--- src/rtl/ex_muldiv_pkg.sv ---
// Shared encodings for the EX-stage multiply/divide unit and its operand muxes.
package muldiv_pkg;

  localparam int XLEN_DEFAULT  = 32;
  localparam int ITERS_DEFAULT = 32;

  // Multiply/divide opcode encodings as presented on the op port.
  localparam logic [1:0] OP_MULT  = 2'b00;
  localparam logic [1:0] OP_MULTU = 2'b01;
  localparam logic [1:0] OP_DIV   = 2'b10;
  localparam logic [1:0] OP_DIVU  = 2'b11;

  // Forwarding selects from the forwarding unit; 2'b11 falls back to ID/EX.
  localparam logic [1:0] FWD_IDEX  = 2'b00;
  localparam logic [1:0] FWD_EXMEM = 2'b10;
  localparam logic [1:0] FWD_MEMWB = 2'b01;

  typedef enum logic [1:0] {
    ST_IDLE = 2'b00,
    ST_RUN  = 2'b01,
    ST_FIN  = 2'b10
  } state_t;

  // Bit 0 clear means the signed flavour (MULT / DIV).
  function automatic logic op_is_signed(input logic [1:0] op);
    return ~op[0];
  endfunction

  // Bit 1 set means a divide (DIV / DIVU).
  function automatic logic op_is_div(input logic [1:0] op);
    return op[1];
  endfunction

endpackage

--- src/rtl/ex_muldiv_if.sv ---
// EX-stage bundle between the pipeline and the multiply/divide unit.
// Handshake: start is a request qualified by !abort; the unit accepts it only
// in IDLE. While busy, stall is raised for any start or hilo_read so the
// pipeline holds the instruction until the unit returns to IDLE.
interface ex_muldiv_if #(
  parameter int XLEN = 32
);
  import muldiv_pkg::*;

  logic            start;
  logic [1:0]      op;
  logic [1:0]      forward_A;
  logic [1:0]      forward_B;
  logic [XLEN-1:0] id_ex_rs_data;
  logic [XLEN-1:0] id_ex_rt_data;
  logic [XLEN-1:0] ex_mem_result;
  logic [XLEN-1:0] mem_wb_data;
  logic            hilo_read;
  logic            abort;
  logic            stall;
  logic            busy;
  logic            done;
  logic [XLEN-1:0] hi;
  logic [XLEN-1:0] lo;
  state_t          dbg_state;

  modport master (
    output start, op, forward_A, forward_B, id_ex_rs_data, id_ex_rt_data,
           ex_mem_result, mem_wb_data, hilo_read, abort,
    input  stall, busy, done, hi, lo, dbg_state
  );

  modport slave (
    input  start, op, forward_A, forward_B, id_ex_rs_data, id_ex_rt_data,
           ex_mem_result, mem_wb_data, hilo_read, abort,
    output stall, busy, done, hi, lo, dbg_state
  );

endinterface

--- src/rtl/ex_operand_mux.sv ---
// 3:1 forwarding mux for one EX operand; an unused select reads ID/EX.
module ex_operand_mux
  import muldiv_pkg::*;
#(
  parameter int W = 32
) (
  input  logic [1:0]   sel,
  input  logic [W-1:0] id_ex_data,
  input  logic [W-1:0] ex_mem_data,
  input  logic [W-1:0] mem_wb_data,
  output logic [W-1:0] y
);

  // Pick the freshest copy of the operand named by the forwarding unit.
  always_comb begin
    y = id_ex_data;
    case (sel)
      FWD_EXMEM: y = ex_mem_data;
      FWD_MEMWB: y = mem_wb_data;
      default:   y = id_ex_data;
    endcase
  end

endmodule

--- src/rtl/ex_muldiv.sv ---
// Iterative multiply/divide unit holding HI/LO. Multiply is radix-2
// shift-add, divide is restoring; both run on unsigned magnitudes with a
// sign fixup in the final cycle.
module ex_muldiv
  import muldiv_pkg::*;
#(
  parameter int XLEN  = XLEN_DEFAULT,
  parameter int ITERS = ITERS_DEFAULT
) (
  input  logic         clk,
  input  logic         rst,
  ex_muldiv_if.slave   bus
);

  localparam int CW = $clog2(ITERS);

  logic [XLEN-1:0]   opa;
  logic [XLEN-1:0]   opb;

  state_t            state;
  state_t            state_next;
  logic [CW-1:0]     cnt;
  logic [2*XLEN-1:0] acc;
  logic [XLEN-1:0]   m_reg;
  logic [XLEN-1:0]   a_raw;
  logic              is_div;
  logic              sign_a;
  logic              sign_b;
  logic              b_zero;
  logic [XLEN-1:0]   hi_reg;
  logic [XLEN-1:0]   lo_reg;
  logic              done_reg;

  logic              accept;
  logic              last_iter;
  logic              in_signed;
  logic              in_sign_a;
  logic              in_sign_b;
  logic [XLEN-1:0]   a_mag;
  logic [XLEN-1:0]   b_mag;
  logic [XLEN:0]     mul_sum;
  logic [XLEN:0]     div_trial;
  logic [XLEN:0]     div_diff;
  logic [2*XLEN-1:0] acc_step;
  logic [2*XLEN-1:0] mul_res;
  logic [XLEN-1:0]   quo;
  logic [XLEN-1:0]   rem;
  logic [XLEN-1:0]   hi_res;
  logic [XLEN-1:0]   lo_res;

  ex_operand_mux #(.W(XLEN)) u_mux_a (
    .sel         (bus.forward_A),
    .id_ex_data  (bus.id_ex_rs_data),
    .ex_mem_data (bus.ex_mem_result),
    .mem_wb_data (bus.mem_wb_data),
    .y           (opa)
  );

  ex_operand_mux #(.W(XLEN)) u_mux_b (
    .sel         (bus.forward_B),
    .id_ex_data  (bus.id_ex_rt_data),
    .ex_mem_data (bus.ex_mem_result),
    .mem_wb_data (bus.mem_wb_data),
    .y           (opb)
  );

  // Issue-side decode: acceptance, operand signs and magnitudes.
  always_comb begin
    accept    = (state == ST_IDLE) && bus.start && !bus.abort;
    last_iter = (cnt == CW'(ITERS - 1));
    in_signed = op_is_signed(bus.op);
    in_sign_a = in_signed && opa[XLEN-1];
    in_sign_b = in_signed && opb[XLEN-1];
    a_mag     = in_sign_a ? (~opa + 1'b1) : opa;
    b_mag     = in_sign_b ? (~opb + 1'b1) : opb;
  end

  // One iteration of the datapath. acc holds {partial product, multiplier}
  // for multiply and {partial remainder, dividend/quotient} for divide.
  always_comb begin
    mul_sum   = {1'b0, acc[2*XLEN-1:XLEN]} + (acc[0] ? {1'b0, m_reg} : '0);
    div_trial = acc[2*XLEN-1:XLEN-1];
    div_diff  = div_trial - {1'b0, m_reg};
    acc_step  = {mul_sum, acc[XLEN-1:1]};
    if (is_div) begin
      if (div_diff[XLEN]) acc_step = {div_trial[XLEN-1:0], acc[XLEN-2:0], 1'b0};
      else                acc_step = {div_diff[XLEN-1:0],  acc[XLEN-2:0], 1'b1};
    end
  end

  // Sign fixup and divide-by-zero override applied in FIN.
  always_comb begin
    mul_res = (sign_a ^ sign_b) ? (~acc + 1'b1) : acc;
    quo     = acc[XLEN-1:0];
    rem     = acc[2*XLEN-1:XLEN];
    hi_res  = mul_res[2*XLEN-1:XLEN];
    lo_res  = mul_res[XLEN-1:0];
    if (is_div) begin
      if (b_zero) begin
        hi_res = a_raw;
        lo_res = '1;
      end else begin
        hi_res = sign_a ? (~rem + 1'b1) : rem;
        lo_res = (sign_a ^ sign_b) ? (~quo + 1'b1) : quo;
      end
    end
  end

  // State register.
  always_ff @(posedge clk) begin
    if (rst) state <= ST_IDLE;
    else     state <= state_next;
  end

  // Next-state logic; abort wins over both iteration and completion.
  always_comb begin
    state_next = state;
    case (state)
      ST_IDLE: if (accept) state_next = ST_RUN;
      ST_RUN: begin
        if (bus.abort)      state_next = ST_IDLE;
        else if (last_iter) state_next = ST_FIN;
      end
      ST_FIN:  state_next = ST_IDLE;
      default: state_next = ST_IDLE;
    endcase
  end

  // Operand capture, iteration and HI/LO writeback.
  always_ff @(posedge clk) begin
    if (rst) begin
      cnt      <= '0;
      acc      <= '0;
      m_reg    <= '0;
      a_raw    <= '0;
      is_div   <= 1'b0;
      sign_a   <= 1'b0;
      sign_b   <= 1'b0;
      b_zero   <= 1'b0;
      hi_reg   <= '0;
      lo_reg   <= '0;
      done_reg <= 1'b0;
    end else begin
      done_reg <= (state == ST_FIN) && !bus.abort;
      case (state)
        ST_IDLE: begin
          if (accept) begin
            cnt    <= '0;
            is_div <= op_is_div(bus.op);
            sign_a <= in_sign_a;
            sign_b <= in_sign_b;
            a_raw  <= opa;
            b_zero <= (opb == '0);
            if (op_is_div(bus.op)) begin
              m_reg <= b_mag;
              acc   <= {{XLEN{1'b0}}, a_mag};
            end else begin
              m_reg <= a_mag;
              acc   <= {{XLEN{1'b0}}, b_mag};
            end
          end
        end
        ST_RUN: begin
          if (!bus.abort) begin
            acc <= acc_step;
            cnt <= cnt + 1'b1;
          end
        end
        ST_FIN: begin
          if (!bus.abort) begin
            hi_reg <= hi_res;
            lo_reg <= lo_res;
          end
        end
        default: ;
      endcase
    end
  end

  // Status outputs toward hazard control and the register file path.
  always_comb begin
    bus.busy      = (state != ST_IDLE);
    bus.stall     = bus.busy && (bus.hilo_read || bus.start);
    bus.done      = done_reg;
    bus.hi        = hi_reg;
    bus.lo        = lo_reg;
    bus.dbg_state = state;
  end

endmodule

--- src/flat_wrapper.sv ---
// flat-port wrapper written by rule: the top's interface ports become plain ports
module ex_muldiv_flat import muldiv_pkg::*;
#(
  parameter int XLEN  = XLEN_DEFAULT,
  parameter int ITERS = ITERS_DEFAULT
)
  (clk, rst, bus_start, bus_op, bus_forward_A, bus_forward_B, bus_id_ex_rs_data, bus_id_ex_rt_data, bus_ex_mem_result, bus_mem_wb_data, bus_hilo_read, bus_abort, bus_stall, bus_busy, bus_done, bus_hi, bus_lo, bus_dbg_state);
  ex_muldiv_if #(.XLEN(XLEN)) bus_i ();
  input  logic clk;
  input  logic rst;
  input wire logic [$bits(bus_i.start)-1:0] bus_start;
  input wire logic [$bits(bus_i.op)-1:0] bus_op;
  input wire logic [$bits(bus_i.forward_A)-1:0] bus_forward_A;
  input wire logic [$bits(bus_i.forward_B)-1:0] bus_forward_B;
  input wire logic [$bits(bus_i.id_ex_rs_data)-1:0] bus_id_ex_rs_data;
  input wire logic [$bits(bus_i.id_ex_rt_data)-1:0] bus_id_ex_rt_data;
  input wire logic [$bits(bus_i.ex_mem_result)-1:0] bus_ex_mem_result;
  input wire logic [$bits(bus_i.mem_wb_data)-1:0] bus_mem_wb_data;
  input wire logic [$bits(bus_i.hilo_read)-1:0] bus_hilo_read;
  input wire logic [$bits(bus_i.abort)-1:0] bus_abort;
  output wire logic [$bits(bus_i.stall)-1:0] bus_stall;
  output wire logic [$bits(bus_i.busy)-1:0] bus_busy;
  output wire logic [$bits(bus_i.done)-1:0] bus_done;
  output wire logic [$bits(bus_i.hi)-1:0] bus_hi;
  output wire logic [$bits(bus_i.lo)-1:0] bus_lo;
  output wire logic [$bits(bus_i.dbg_state)-1:0] bus_dbg_state;
  assign bus_i.start = bus_start;
  assign bus_i.op = bus_op;
  assign bus_i.forward_A = bus_forward_A;
  assign bus_i.forward_B = bus_forward_B;
  assign bus_i.id_ex_rs_data = bus_id_ex_rs_data;
  assign bus_i.id_ex_rt_data = bus_id_ex_rt_data;
  assign bus_i.ex_mem_result = bus_ex_mem_result;
  assign bus_i.mem_wb_data = bus_mem_wb_data;
  assign bus_i.hilo_read = bus_hilo_read;
  assign bus_i.abort = bus_abort;
  assign bus_stall = bus_i.stall;
  assign bus_busy = bus_i.busy;
  assign bus_done = bus_i.done;
  assign bus_hi = bus_i.hi;
  assign bus_lo = bus_i.lo;
  assign bus_dbg_state = bus_i.dbg_state;
  ex_muldiv #(.XLEN(XLEN), .ITERS(ITERS)) u_core (.clk(clk), .rst(rst), .bus(bus_i));
endmodule
--- config.mk ---
export PLATFORM = sky130hd
export DESIGN_NAME = ex_muldiv_flat
export DESIGN_NICKNAME = d
export VERILOG_FILES = /design/src/rtl/ex_muldiv_pkg.sv /design/src/rtl/ex_muldiv_if.sv /design/src/rtl/ex_operand_mux.sv /design/src/rtl/ex_muldiv.sv /design/src/flat_wrapper.sv
export SDC_FILE = /design/constraint.sdc
export NUM_CORES = 1
export LEC_CHECK = 0
export BUFFER_PORTS_ARGS = -buffer_cell sky130_fd_sc_hd__buf_2
export CAP_MARGIN = 20
export CELL_PAD_IN_SITES_DETAIL_PLACEMENT = 0
export CELL_PAD_IN_SITES_GLOBAL_PLACEMENT = 2
export CORE_MARGIN = 2
export CORE_UTILIZATION = 31
export CTS_BUF_LIST = sky130_fd_sc_hd__clkbuf_4 sky130_fd_sc_hd__clkbuf_8
export DETAILED_ROUTE_END_ITERATION = 7
export GPL_TIMING_DRIVEN = 0
export HOLD_SLACK_MARGIN = 0.1
export PLACE_DENSITY = 0.75
export SKIP_LAST_GASP = 1
export SYNTH_ARGS = -nofsm -noshare
export SYNTH_HDL_FRONTEND = slang
export SYNTH_SLANG_ARGS = --single-unit
--- constraint.sdc ---
create_clock -name clk -period 3.7 [get_ports clk]
set_input_delay 0.555 -clock clk [delete_from_list [all_inputs] [get_ports clk]]
set_output_delay 0.555 -clock clk [all_outputs]
set_load 0.05 [all_outputs]
# Word-level counts from Yosys, hierarchy flattened
# Cells that the tools add are included.
[op_classes]
addsub = 8
n_mul = 0
div_mod_pow = 0
n_lt_le_gt_ge = 0
eq_ne = 10
n_shift = 0
n_mux = 26
bitwise = 8
reduce_logical = 16
[op_table]
columns = ["operator", "n"]
rows = [
  ["$mux 32", 11],
  ["$mux 64", 5],
  ["$add 32x1->32 const B", 4],
  ["$not 32->32", 4],
  ["$pmux 32 s2", 2],
  ["$pmux 64 s2", 1],
  ["$add 64x1->64 const B", 1],
  ["$not 64->64", 1],
  ["$add 32x33->33", 1],
  ["$sub 33x32->33", 1],
  ["$logic_not 32->1", 1],
  ["$mux 5", 2],
  ["$pmux 5 s2", 1],
  ["$eq 2x1->1 const B", 3],
  ["$eq 2x2->1 const B", 3],
  ["$logic_and 1x1->1", 6],
  ["$mux 2", 3],
  ["$reduce_and 2->1", 3],
  ["$add 5x1->5 const B", 1],
  ["$eq 5x5->1 const B", 1],
  ["$pmux 2 s2", 1],
  ["$reduce_bool 2->1", 2],
  ["$ne 3x2->1 const B", 1],
  ["$reduce_and 3->1", 1],
  ["7 further kinds", 8],
]
[totals]
reg_bits = 204
latchBits = 0
mem_bits_rw = 0
rom_bits = 0
inputBits = 139
output_inout_bits = 69
wordCells = 80
mem_count = 0

# Depth between registers and ports, before layout
# Gate-level depths: netlist of run 1.
[depth]
ltp_word = 8
depth_mapped = 17
ltp_nobuf = 15

# Cells and area by module
# A second synthesis of run 1 with hierarchy kept.
[hier_totals]
hier_cells = 2403
hier_area_um2 = 17290.3
[by_module_without_submodules]
columns = ["mod", "n_inst", "cells_per_inst", "area_per_inst_um2", "seq_area_each_um2"]
rows = [
  ["ex_muldiv", 1, 2177, 16016.6, 4083.9],
  ["ex_operand_mux", 2, 113, 636.9, 0.0],
]

# Worst setup path before layout of run 1
# OpenSTA, ideal clock, no wires.
[synth_path]
path_kind = "register -> register"
startpoint = "register u_core.acc[31]"
endpoint = "register u_core.acc[40]"
setup_ns = 0.128
arrival_ns = 3.338
slack_ns = 0.233
stages_incl_launch_ff = 17
path_buffers = 2
synth_period_minus_slack_ns = 3.467
cell_sequence = "dfxtp_1 inv_1 ha_1 fa_1 nor2b_1 o31a_1 o21ai_1 a21boi_1 o2111ai_1 a2111oi_1 o21ai_1 nand4b_1 and3_1 buf_4 buf_6 mux2i_1 o21ai_0"
[synth_via]
elab_chain_len = 5
[synth_rtl]
columns = ["element", "line", "rtl"]
rows = [
  ["start, declared", "ex_muldiv.sv:23", "logic [2*XLEN-1:0] acc;"],
  ["start signal, assigned", "ex_muldiv.sv:156", "acc <= {{XLEN{1'b0}}, a_mag};"],
  ["start signal, assigned", "ex_muldiv.sv:159", "acc <= {{XLEN{1'b0}}, b_mag};"],
  ["start signal, assigned", "ex_muldiv.sv:165", "acc <= acc_step;"],
  ["$sub 33x32->33", "ex_muldiv.sv:83", "div_diff = div_trial - {1'b0, m_reg};"],
  ["$mux 64", "ex_muldiv.sv:86", "if (div_diff[XLEN]) acc_step = {div_trial[XLEN-1:0], acc[XLEN-2:0], 1'b0};"],
  ["$mux 64", "ex_muldiv.sv:85", "if (is_div) begin"],
  ["$mux 64", "ex_muldiv.sv:164", "if (!bus.abort) begin"],
  ["$pmux 64 s2", "ex_muldiv.sv:145", "case (state)"],
]
# No other way between the ends. The select of a mux whose other input is x is not followed.
# A chain may end at the register's enable or synchronous reset.

# Worst setup path in the final report of run 1
[layout_path]
startpoint = "register u_core.state[1], in the netlist u_core.bus.dbg_state[1]"
endpoint = "register u_core.acc[60]"
[layout_via]
elab_chain_len = 5
[layout_rtl]
columns = ["element", "line", "rtl"]
rows = [
  ["start, declared", "ex_muldiv.sv:20", "state_t state;"],
  ["start signal, assigned", "ex_muldiv.sv:112", "else state <= state_next;"],
  ["$logic_not 2->1", "ex_muldiv.sv:69, ex_muldiv.sv:145", ""],
  ["$logic_and 1x1->1 (2 in a row)", "ex_muldiv.sv:69", "accept = (state == ST_IDLE) && bus.start && !bus.abort;"],
  ["$ne 2x1->1 (no source line)", "n/a", ""],
  ["$reduce_and 3->1 (no source line)", "n/a", ""],
]
# Several ways; a longest one is shown, not always the timed one.

==> results of run 1 <==
==> routing by layer <==
metal  share of wire  GRT usage  routed length [um]
met1            0.43     0.3848               36460
met2            0.46     0.4813               38300
met3           0.061    0.03426                5149
met4           0.047     0.1286                3979
met5               0          0                   0
==> worst max-delay path, delay by kind of cell (launching register included) <==
family,cells,cell delay [ns]
buffers and inverters,3,1.44
AOI/OAI and AO/OA,2,0.31
DFF,1,0.42
and+or+nand+nor,4,1.33
==> what timing repair did <==
action	4_1_cts	5_1_grt
pin swaps	12	23
setup buffers	17	12
endpoints found under the setup margin	88	71
endpoints found under the hold margin	0	0
gates resized for setup	65	77
cloned	1	0
==> logic make-up after synthesis <==
group	after synthesis	share of synthesized area
compound gates	816	0.3061
buf+inv	249	0.05795
fa+ha+maj	76	0.05721
mux	81	0.04831
flops	204	0.2419
simple gates	698	0.1884
xor+xnor	193	0.1001
==> area by class of cell <==
class / instances / area share
Clock buffer: 61 / 0.03885
Clock inverter: 9 / 0.004371
Multi-Input combinational cell: 1864 / 0.5978
Buffer: 172 / 0.03620
Tap cell: 696 / 0.04285
Inverter: 74 / 0.01410
Sequential cell: 204 / 0.2017
Timing Repair Buffer: 237 / 0.06415
==> synth_stat cells (30+ instances only) <==
cell type,n
mux2i_1,77
dfxtp_1,204
o21ai_0,249
xnor2_1,130
nor3_1,38
a22oi_1,46
nor2_1,243
a21o_1,30
xor2_1,63
a21oi_1,211
ha_1,74
clkbuf_1,146
inv_1,74
nand2_1,240
nand3_1,36
a221o_1,38
==> stage by stage <==
step,worst slack [ns],area [um2],power [W]
after global routing,-0.04778,20320,0.007686
after detailed placement,-1.450,18790,0.004607
final,0.08932,20320,0.007362
after global placement,-1.497,18780,0.004608
after floorplan,0.2334,16880,0.003782
after CTS,0.008076,20020,0.007295
==> cells in the final DEF, fill, tap and decap left out, drive strengths merged, types with 11 or more instances in the layout <==
cell type	n
and3	13
a22o	14
nor2b	16
inv	76
xor2	63
dfxtp	204
a211oi	28
buf	265
a21oi	211
or4	12
nand2	240
a31oi	21
o21a	12
a311oi	13
nand4	19
a21o	30
ha	74
nand3	38
clkbuf	204
or3	12
nand2b	18
xnor2	130
a22oi	46
o31ai	21
o211ai	20
nor4	11
nor3	39
or2	17
o21ai	256
o22ai	24
nor2	244
a221o	38
mux2i	77
==> power by group through the flow <==
| stage | registers (W) | logic (W) | clock network, W |
|---|---|---|---|
| final | 0.00240 | 0.00238 | 0.00258 |
| after global routing | 0.00241 | 0.00256 | 0.00272 |
| after CTS | 0.00240 | 0.00228 | 0.00262 |
| after detailed placement | 0.00245 | 0.00216 | 0 |
| after global placement | 0.00245 | 0.00216 | 0 |
| after floorplan | 0.00238 | 0.00140 | 0 |
==> how the worst max path moves through the flow <==
stage                                  startpoint             end  slack [ns]  cells past startpoint
final                     u_core.bus.dbg_state[1]  u_core.acc[60]        0.09                      9
after global routing               u_core.acc[31]  u_core.acc[33]       -0.05                     15
after CTS                          u_core.acc[31]  u_core.acc[39]       0.008                     17
after detailed placement         bus_forward_B[1]   u_core.acc[7]       -1.45                     15
after global placement           bus_forward_B[1]   u_core.acc[7]       -1.50                     15
after floorplan                    u_core.acc[31]  u_core.acc[40]        0.23                     16
==> flow_metrics.py, run 1 <==
metrics = {
    "status": {
        "outcome": "complete, no violations",
    },
    "sta": {
        "period_share": 0.9759,
        "relSlewSlack": 0.2759,
        "hold_viol": 0,
        "whs_ns": 0.4440,
        "setup_viol": 0,
        "worst_slew_pin_slew_ns": 1.075,
        "period_minus_slack_ns": 3.611,
        "setup_tns_ns": 0,
        "skew_ns": 0.05324,
        "maxSlewViolCount": 0,
        "fmax_mhz": 277.0,
        "rsz0062_at_grt": "true",
    },
    "grt": {
        "grt_pass1_wl_um": 123900,
        "grt_max_degree": 13,
        "antenna_found_initial": 1,
        "first_global_vias": 18960,
        "grt_remaining_overflow": 0,
        "grt_usage": 0.2924,
    },
    "power_and_ir_drop": {
        "comb_power_share": 0.324,
        "vdd_ir_drop_max_v": 0.0001933,
        "p_leak_nw": 8.219,
        "clockPowerShare": 0.350,
        "p_per_area_nw_per_um2": 362.2,
        "p_int_w": 0.004576,
        "p_switching_w": 0.002786,
        "pwr-share-seq": 0.326,
        "switching_share": 0.3785,
    },
    "layout": {
        "area_growth_pct": 20.37,
        "fillers": 5823,
        "antenna_cells": 0,
        "multiInputGateArea_um2": 12150,
        "largest_reg_flops": 64,
        "final_cells": 3317,
        "seq_area_um2": 4099,
        "final_nets": 2809,
        "largest_register": "u_core.acc",
        "drive_gt1_frac": 0.1663,
        "post-route-util": 0.3777,
    },
    "floorplan": {
        "die_w_um": 237.4,
        "die_height_um": 237.4,
        "io_pins": 208,
        "start_util": 0.3138,
        "die-area_um2": 56350,
        "rows": 85,
        "coreArea_um2": 53810,
    },
    "clocking": {
        "root_buffer": "clkbuf_8",
        "clk_pin_slew_ns": 0.07,
        "clock_sinks": 204,
        "cts_tree": "built",
        "cts_buffers": 41,
        "clk_latency_ns": 0.64,
        "cts.path.max_buffers": 3,
        "htree_num_levels": 2,
        "cts_hold_buf": 0,
    },
    "synthesis": {
        "ys_types": 85,
        "synth_fp_nets": 2532,
        "async_flop_share": 0,
        "synth-edff-count": 0,
        "ys_ff_latch": 204,
        "synth_cells": 2317,
        "syn_area_um2": 16880,
        "synth_area_leaders": "dfxtp_1, o21ai_0, xnor2_1",
        "yosysWarnings": 0,
        "synth-seq-area-share": 0.2419,
        "yosysTopAreaCell": "dfxtp_1",
        "syn_avg_cell_area_um2": 7.287,
        "synth-main-ff-cell": "dfxtp_1",
        "synth_top_area_share": 0.2419,
    },
    "routing": {
        "vias_per_cell": 5.776,
        "antenna_left": 0,
        "drcViolationCount": 0,
        "wl_um": 83880,
        "firstDrtPassIters": 5,
        "num_vias": 19160,
        "drtIter0Drc": 1504,
        "wire_per_inst_um": 25.29,
    },
    "placed_design": {
        "port_buffers": 205,
        "gp_congestion": 0.9417,
        "dpl.hpwl_um": 68290,
        "dp_cells": 3219,
    },
    "min_path": {
        "min_path_cells": 2,
        "holdCritStartpoint": "u_core.bus.hi[26]",
        "min_path_type": "reg -> reg",
        "min_to": "u_core.bus.hi[26]",
    },
    "critical_path": {
        "crit_top_cell": "clkbuf_1",
        "rr_worst_depth": 9,
        "critical-path-max-stage-delay_ns": 0.73,
        "endpoint_kind": "register",
        "worstSetupStartpointType": "register",
        "reg2reg_to": "u_core.acc[60]",
        "r2r_start": "u_core.bus.dbg_state[1]",
        "path_cells": "or2_2 -> clkbuf_1 -> or3b_2 -> clkbuf_1 -> nand2_1 -> nor2_1 -> clkbuf_1 -> a22oi_1 -> o21ai_0",
        "path_class": "reg -> reg",
        "crit_fanout": 10,
        "critPathSlowestCell": "clkbuf_1",
        "required_ns": 4.24,
        "ff2ff_setup_slack_ns": 0.09,
        "worst_ep_arrival_time_ns": 4.15,
    },
    "run": {
        "drv_cap": 0,
    },
}
No activity file was read; power rests on OpenSTA's default activity.
==> run 2, diff against run 1 <==
--- a/config.mk
+++ b/config.mk
@@ -9,7 +9,6 @@
 export CAP_MARGIN = 20
 export CELL_PAD_IN_SITES_DETAIL_PLACEMENT = 0
 export CELL_PAD_IN_SITES_GLOBAL_PLACEMENT = 2
-export CORE_MARGIN = 2
 export CORE_UTILIZATION = 31
 export CTS_BUF_LIST = sky130_fd_sc_hd__clkbuf_4 sky130_fd_sc_hd__clkbuf_8
 export DETAILED_ROUTE_END_ITERATION = 7
==> run 2 against run 1 <==
  * Sequential share of layout area is 0.13 points higher
  * Non-clock buffer count is 3 higher
  * Setup slack worse by 0.0037 ns
  * Maximum frequency is 0.10% lower
  * Final cell count is 0.15% lower
  * Clock power is 7% lower
  * Critical path depth is 8 higher
  * Flip-flop and latch count stayed put
  * Wire length is 0.63% higher
  * Clock-buffer cell count is 2 lower
  * First-iteration DRC count is 6.4% higher
  * Largest cell class unchanged
  * Utilization is 0.22 points lower
  * Critical path type unchanged
==> flow_metrics.py, run 2 (synthesis results as in run 1) <==
metrics = {
    "clocking": {
        "cts_tree": "built",
        "htree_num_levels": 2,
        "cts.path.max_buffers": 3,
        "clk_pin_slew_ns": 0.06,
        "clk_latency_ns": 0.61,
        "clock_sinks": 204,
        "root_buffer": "clkbuf_8",
        "cts_buffers": 40,
    },
    "critical_path": {
        "worst_ep_arrival_time_ns": 4.06,
        "path_class": "reg -> reg",
        "critPathSlowestCell": "dfxtp_4",
        "crit_fanout": 8,
        "crit_top_cell": "buf_12",
        "crit_end": "u_core.acc[40]",
        "ff2ff_setup_slack_ns": 0.09,
        "critical_path.startpoint": "u_core.acc[31]",
        "critical-path-max-stage-delay_ns": 0.38,
        "r2r_start": "u_core.acc[31]",
        "rr_worst_depth": 17,
        "path_cells": "inv_4 -> ha_4 -> fa_2 -> nor2b_2 -> o31a_1 -> o21ai_2 -> a21boi_2 -> o2111ai_4 -> a2111oi_4 -> buf_4 -> o21ai_4 -> nand4b_1 -> and3_4 -> buf_12 -> buf_12 -> mux2i_1 -> o21ai_0",
        "endpoint_kind": "register",
        "worstSetupStartpointType": "register",
        "required_ns": 4.15,
        "reg2reg_to": "u_core.acc[40]",
    },
    "floorplan": {
        "io_pins": 208,
        "rows": 85,
        "die-area_um2": 55400,
        "start_util": 0.3138,
        "coreArea_um2": 53810,
        "die_w_um": 235.4,
        "die_height_um": 235.4,
    },
    "min_path": {
        "min_path_type": "reg -> reg",
    },
    "sta": {
        "setup_viol": 0,
        "period_share": 0.9768,
        "skew_ns": 0.02617,
        "setup_tns_ns": 0,
        "maxSlewViolCount": 0,
        "whs_ns": 0.4410,
        "hold_viol": 0,
        "rsz0062_at_grt": "true",
        "relSlewSlack": 0.1934,
        "fmax_mhz": 276.7,
        "worst_slew_pin_slew_ns": 1.197,
        "period_minus_slack_ns": 3.614,
    },
    "layout": {
        "seq_area_um2": 4101,
        "multiInputGateArea_um2": 12120,
        "fillers": 5819,
        "area_growth_pct": 19.67,
        "largest_register": "u_core.acc",
        "stdcell_area_um2": 20210,
        "final_common_cell": "nor2_1",
        "antenna_cells": 0,
        "final_nets": 2811,
        "final_cells": 3312,
        "final_cell_mix": "nor2_1, nand2_1, o21ai_0",
        "post-route-util": 0.3755,
        "largest_reg_flops": 64,
        "drive_gt1_frac": 0.1659,
    },
    "power_and_ir_drop": {
        "vdd_ir_drop_max_v": 0.0001796,
        "p_per_area_nw_per_um2": 356.9,
        "p_leak_nw": 8.182,
    },
    "run": {
        "drv_cap": 0,
    },
    "grt": {
        "first_global_vias": 18190,
        "grt_usage": 0.2944,
        "grt_pass1_wl_um": 121900,
        "grt_remaining_overflow": 0,
        "antenna_found_initial": 1,
        "grt_max_degree": 12,
    },
    "status": {
        "outcome": "complete, no violations",
    },
    "routing": {
        "drtIter0Drc": 1600,
        "drcViolationCount": 0,
        "wl_um": 84410,
        "vias_per_cell": 5.751,
        "firstDrtPassIters": 7,
        "num_vias": 19050,
        "wire_per_inst_um": 25.49,
        "antenna_left": 0,
    },
    "placed_design": {
        "dpl_cell_area_um2": 18790,
        "dpl.hpwl_um": 68700,
        "gp_congestion": 0.9434,
        "port_buffers": 205,
        "dp_cells": 3220,
    },
}
==> run 2: cell count changes in the layout (fill, tap and decap cells not counted), sizes merged <==
cell | before | now
buf | 265 | 268
clkbuf | 204 | 202
clkinv | 5 | 0
inv | 76 | 75
==> run 2: area by class of cell <==
type / instances / area share
flip-flops and latches: 204 / 0.2030
clock buffers: 59 / 0.03616
plain buffers: 172 / 0.03647
inverters: 74 / 0.01406
clock inverters: 3 / 0.002601
well taps: 696 / 0.04310
multi-input cells: 1864 / 0.5999
repair buffers: 240 / 0.06471
==> run 2: where the power goes <==
group / internal, W / switching [W] / leakage [nW]
combinational: 0.000860 / 0.00155 / 6.11
clock: 0.00132 / 0.00107 / 0.417
sequential: 0.00228 / 0.000121 / 1.66
==> run 2: timing repair <==
action,in CTS,in global routing
cloned,1,0
resized for setup,64,75
setup buffers,20,12
hold buffers,0,0
pin swaps,11,12
hold endpoints to repair,0,0
setup endpoints to repair,92,70
==> run 2: stage by stage <==
stage / worst slack [ns] / total power (W)
floorplan: 0.2334 / 0.003782
global placement: -1.678 / 0.004629
detailed placement: -1.623 / 0.004629
CTS: 0.005185 / 0.007157
global route: -0.1143 / 0.007518
finish: 0.08567 / 0.007212
==> run 2: layer usage <==
metal	track usage	wire [um]	up-vias
met5	0	8	-
met4	0.1085	3188	2
met3	0.03166	4105	133
met2	0.5013	39620	714
met1	0.3820	37480	9225
li1	-	-	8972
==> run 2: critical path, delay by kind of cell (launching register included) <==
family | cells | cell delay (ns)
compound gates | 7 | 1.19
simple gates | 3 | 0.61
buf+inv | 4 | 0.55
fa+ha+maj | 2 | 0.50
flops | 1 | 0.38
mux | 1 | 0.20
==> run 2: worst min-delay path by stage <==
stage	startpoint	end	depth (start not counted)
4_1_cts	bus_id_ex_rs_data[26]	u_core.a_raw[26]	5
2_1_floorplan	u_core.m_reg[27]	u_core.m_reg[27]	2
6_report	u_core.bus.hi[26]	u_core.bus.hi[26]	2
3_5_place_dp	u_core.bus.hi[26]	u_core.bus.hi[26]	2
5_1_grt	u_core.bus.hi[21]	u_core.bus.hi[21]	2
3_3_place_gp	u_core.bus.hi[2]	u_core.bus.hi[2]	2
==> run 3, diff against run 2 <==
--- a/config.mk
+++ b/config.mk
@@ -5,16 +5,17 @@
 export SDC_FILE = /design/constraint.sdc
 export NUM_CORES = 1
 export LEC_CHECK = 0
+export ABC_AREA = 1
 export BUFFER_PORTS_ARGS = -buffer_cell sky130_fd_sc_hd__buf_2
 export CAP_MARGIN = 20
 export CELL_PAD_IN_SITES_DETAIL_PLACEMENT = 0
 export CELL_PAD_IN_SITES_GLOBAL_PLACEMENT = 2
-export CORE_UTILIZATION = 31
+export CORE_UTILIZATION = 29
 export CTS_BUF_LIST = sky130_fd_sc_hd__clkbuf_4 sky130_fd_sc_hd__clkbuf_8
 export DETAILED_ROUTE_END_ITERATION = 7
 export GPL_TIMING_DRIVEN = 0
 export HOLD_SLACK_MARGIN = 0.1
-export PLACE_DENSITY = 0.75
+export PLACE_DENSITY = 0.77
 export SKIP_LAST_GASP = 1
 export SYNTH_ARGS = -nofsm -noshare
 export SYNTH_HDL_FRONTEND = slang
==> run 3 against run 2 <==
  * First-iteration DRC count up 76%
  * Area after synthesis up 22%
  * Wire length up 36%
  * Clock-buffer cell count down 9
  * Clock power down 4%
  * Via count up 36%
  * Total power up 8.1%
  * Sequential power about the same
  * Register-to-register slack better by 0.08 ns
  * Setup slack better by 0.082 ns
  * Worst hold slack worse by 0.043 ns
  * Critical path depth up 2
  * Largest cell class unchanged
  * Largest power group unchanged
==> flow_metrics.py, run 3 <==
metrics = {
    "synthesis": {
        "synth-seq-area-share": 0.1982,
        "synth-edff-count": 0,
        "synth_compound_area_frac": 0.1822,
        "yosysMostFrequentCell": "nand2_1",
        "yosysTopAreaCell": "nand2_1",
        "synth_top_area_share": 0.2144,
        "synth_common_cells": "nand2_1, inv_1, nand3_1",
        "synthAdderAreaFrac": 0.04688,
        "synth-main-ff-cell": "dfxtp_1",
        "ys_types": 52,
        "synth_area_leaders": "nand2_1, dfxtp_1, nand3_1",
        "yosysWarnings": 0,
        "synth_cells": 3709,
        "ys_ff_latch": 204,
        "syn_avg_cell_area_um2": 5.555,
        "synthMuxAreaShare": 0,
        "synthXorXnorAreaFrac": 0.03820,
        "syn_area_um2": 20600,
        "synth_top_family_by_area": "simple AND/OR/NAND/NOR gates",
        "synth_fp_nets": 3924,
        "synthSimpleGateAreaFrac": 0.4144,
        "async_flop_share": 0,
    },
    "routing": {
        "antenna_left": 0,
        "drcViolationCount": 0,
        "firstDrtPassIters": 8,
        "wire_per_inst_um": 23.35,
        "num_vias": 25840,
        "wl_um": 114800,
        "drtIter0Drc": 2813,
        "vias_per_cell": 5.254,
    },
    "sta": {
        "fmax_mhz": 283.1,
        "relSlewSlack": 0.2791,
        "maxSlewViolCount": 0,
        "setup_viol": 0,
        "setup_tns_ns": 0,
        "skew_ns": 0.04776,
        "period_minus_slack_ns": 3.532,
        "period_share": 0.9547,
        "worst_slew_pin_slew_ns": 1.081,
        "hold_viol": 0,
        "rsz0062_at_grt": "false",
    },
    "power_and_ir_drop": {
        "p_leak_nw": 11.63,
        "vdd_ir_drop_max_v": 0.0002177,
        "power.total_w": 0.007799,
        "p_per_area_nw_per_um2": 330.5,
    },
    "critical_path": {
        "path_buf_inv": 3,
        "critPathSlowestCell": "fa_1",
        "crit_fanout": 10,
        "worstSetupStartpointType": "register",
        "path_cells": "inv_1 -> ha_1 -> fa_1 -> inv_2 -> nand2_1 -> nand2_1 -> nand3_1 -> nand2_1 -> nand2_1 -> nand2_1 -> nand2_2 -> nand2_1 -> nand2_2 -> nand2_4 -> buf_6 -> nand3_1 -> nand3_1 -> nand2_1 -> a21oi_1",
        "crit_family": "simple AND/OR/NAND/NOR gates",
        "critical-path-max-stage-delay_ns": 0.47,
        "endpoint_kind": "register",
        "worst_ep_arrival_time_ns": 4.06,
        "required_ns": 4.23,
        "path_class": "reg -> reg",
        "crit_top_cell": "nand2_1",
    },
    "layout": {
        "fillers": 8314,
        "largest_reg_flops": 64,
        "drive_gt1_frac": 0.1001,
        "final_nets": 4166,
        "final_common_cell": "nand2_1",
        "final_cells": 4918,
        "final_cell_mix": "nand2_1, inv_1, nand3_1",
        "area_growth_pct": 14.52,
        "post-route-util": 0.3364,
        "largest_register": "u_core.acc",
    },
    "clocking": {
        "clk_latency_ns": 0.64,
        "cts.path.max_buffers": 3,
        "clk_pin_slew_ns": 0.07,
        "htree_num_levels": 2,
        "clock_sinks": 204,
        "cts_hold_buf": 0,
        "cts_tree": "built",
        "root_buffer": "clkbuf_8",
        "cts_buffers": 36,
    },
    "grt": {
        "antenna_found_initial": 2,
        "grt_max_degree": 12,
        "grt_usage": 0.3131,
        "grt_remaining_overflow": 0,
        "grt_pass1_wl_um": 164000,
        "first_global_vias": 24110,
    },
    "floorplan": {
        "io_pins": 208,
        "start_util": 0.2937,
        "rows": 97,
        "die_w_um": 268.5,
        "die-area_um2": 72120,
        "coreArea_um2": 70150,
        "die_height_um": 268.5,
    },
    "placed_design": {
        "port_buffers": 205,
        "gp_congestion": 0.9945,
        "dp_cells": 4854,
        "dpl.hpwl_um": 96730,
    },
    "status": {
        "outcome": "complete, no violations",
    },
    "run": {
        "drv_cap": 0,
    },
    "min_path": {
        "min_path_type": "in -> reg",
    },
}
==> run 3: changes by cell type after synthesis, moves of 38 or more <==
cell	change
mux2i_1	-77
xnor2_1	-107
a21oi_1	+69
a221o_1	-38
nand3_1	+309
inv_1	+378
nor2_1	+73
nand2_1	+937
a22oi_1	-45
==> run 3: area by class of cell <==
| type | instances | area (um2) | share of cell area |
|---|---|---|---|
| Antenna cell | 2 | 5.005 | 0.0002121 |
| Buffer | 163 | 738.2 | 0.03129 |
| Clock buffer | 50 | 650.6 | 0.02757 |
| Clock inverter | 13 | 100.1 | 0.004242 |
| Inverter | 461 | 1734 | 0.07350 |
| Multi-Input combinational cell | 2879 | 14070 | 0.5962 |
| Sequential cell | 204 | 4089 | 0.1733 |
| Tap cell | 940 | 1176 | 0.04985 |
| Timing Repair Buffer | 206 | 1033 | 0.04380 |
==> run 3: layer usage <==
layer	part of all wire	up-vias	wire, um	track usage
met5	0.000044	-	5	0
met4	0.037	2	4222	0.1023
met3	0.072	183	8229	0.04594
met2	0.44	1076	50470	0.4939
met1	0.45	12110	51920	0.4340
li1	-	12470	-	-
==> run 3: timing repair <==
item,CTS,global route
endpoints found under the setup margin,33,17
gates resized for setup,4,8
cloned,0,0
buffers inserted,0,1
==> run 3: stage by stage <==
stage               worst slack [ns]  hold slack, ns  instance area [um2]
floorplan                      1.061          0.4230                20600
global placement             -0.5007          0.4535                22810
detailed placement           -0.5496          0.4654                22810
CTS                          0.07338          0.3583                23560
global route              0.00009370          0.3636                23590
finish                        0.1676          0.3984                23600
==> run 3: where the power goes <==
group	internal (W)	switching (W)	total [W]
clock	0.00116	0.00114	0.00230
combinational	0.000832	0.00225	0.00308
sequential	0.00228	0.000138	0.00242
total	0.00427	0.00352	0.00780
==> run 3: worst register-to-register path, stage by stage, from the launching register on <==
cell and delay (ns):
dfxtp_4 0.43, inv_1 0.15, ha_1 0.30, fa_1 0.47, inv_2 0.13, nand2_1 0.07
nand2_1 0.08, nand3_1 0.07, nand2_1 0.16, nand2_1 0.07, nand2_1 0.15, nand2_2 0.11
nand2_1 0.13, nand2_2 0.17, nand2_4 0.17, buf_6 0.19, nand3_1 0.15, nand3_1 0.17
nand2_1 0.13, a21oi_1 0.14
==> run 3: cell families after synthesis <==
logic type                 Yosys count
buffers and inverters              626
and+or+nand+nor                   2028
xor gates and xnor gates            89
adders and majority gates           76
DFF                                204
AOI/OAI and AO/OA                  686
==> run 3: worst paths after layout <==
path	start	end	slack [ns]	cells past startpoint
setup / recovery	u_core.acc[31]	u_core.acc[63]	0.17	19
hold / removal	bus_id_ex_rs_data[31]	u_core.a_raw[31]	0.40	3
setup reg to reg	u_core.acc[31]	u_core.acc[63]	0.17	19
hold reg to reg	u_core.cnt[4]	u_core.cnt[4]	0.48	2
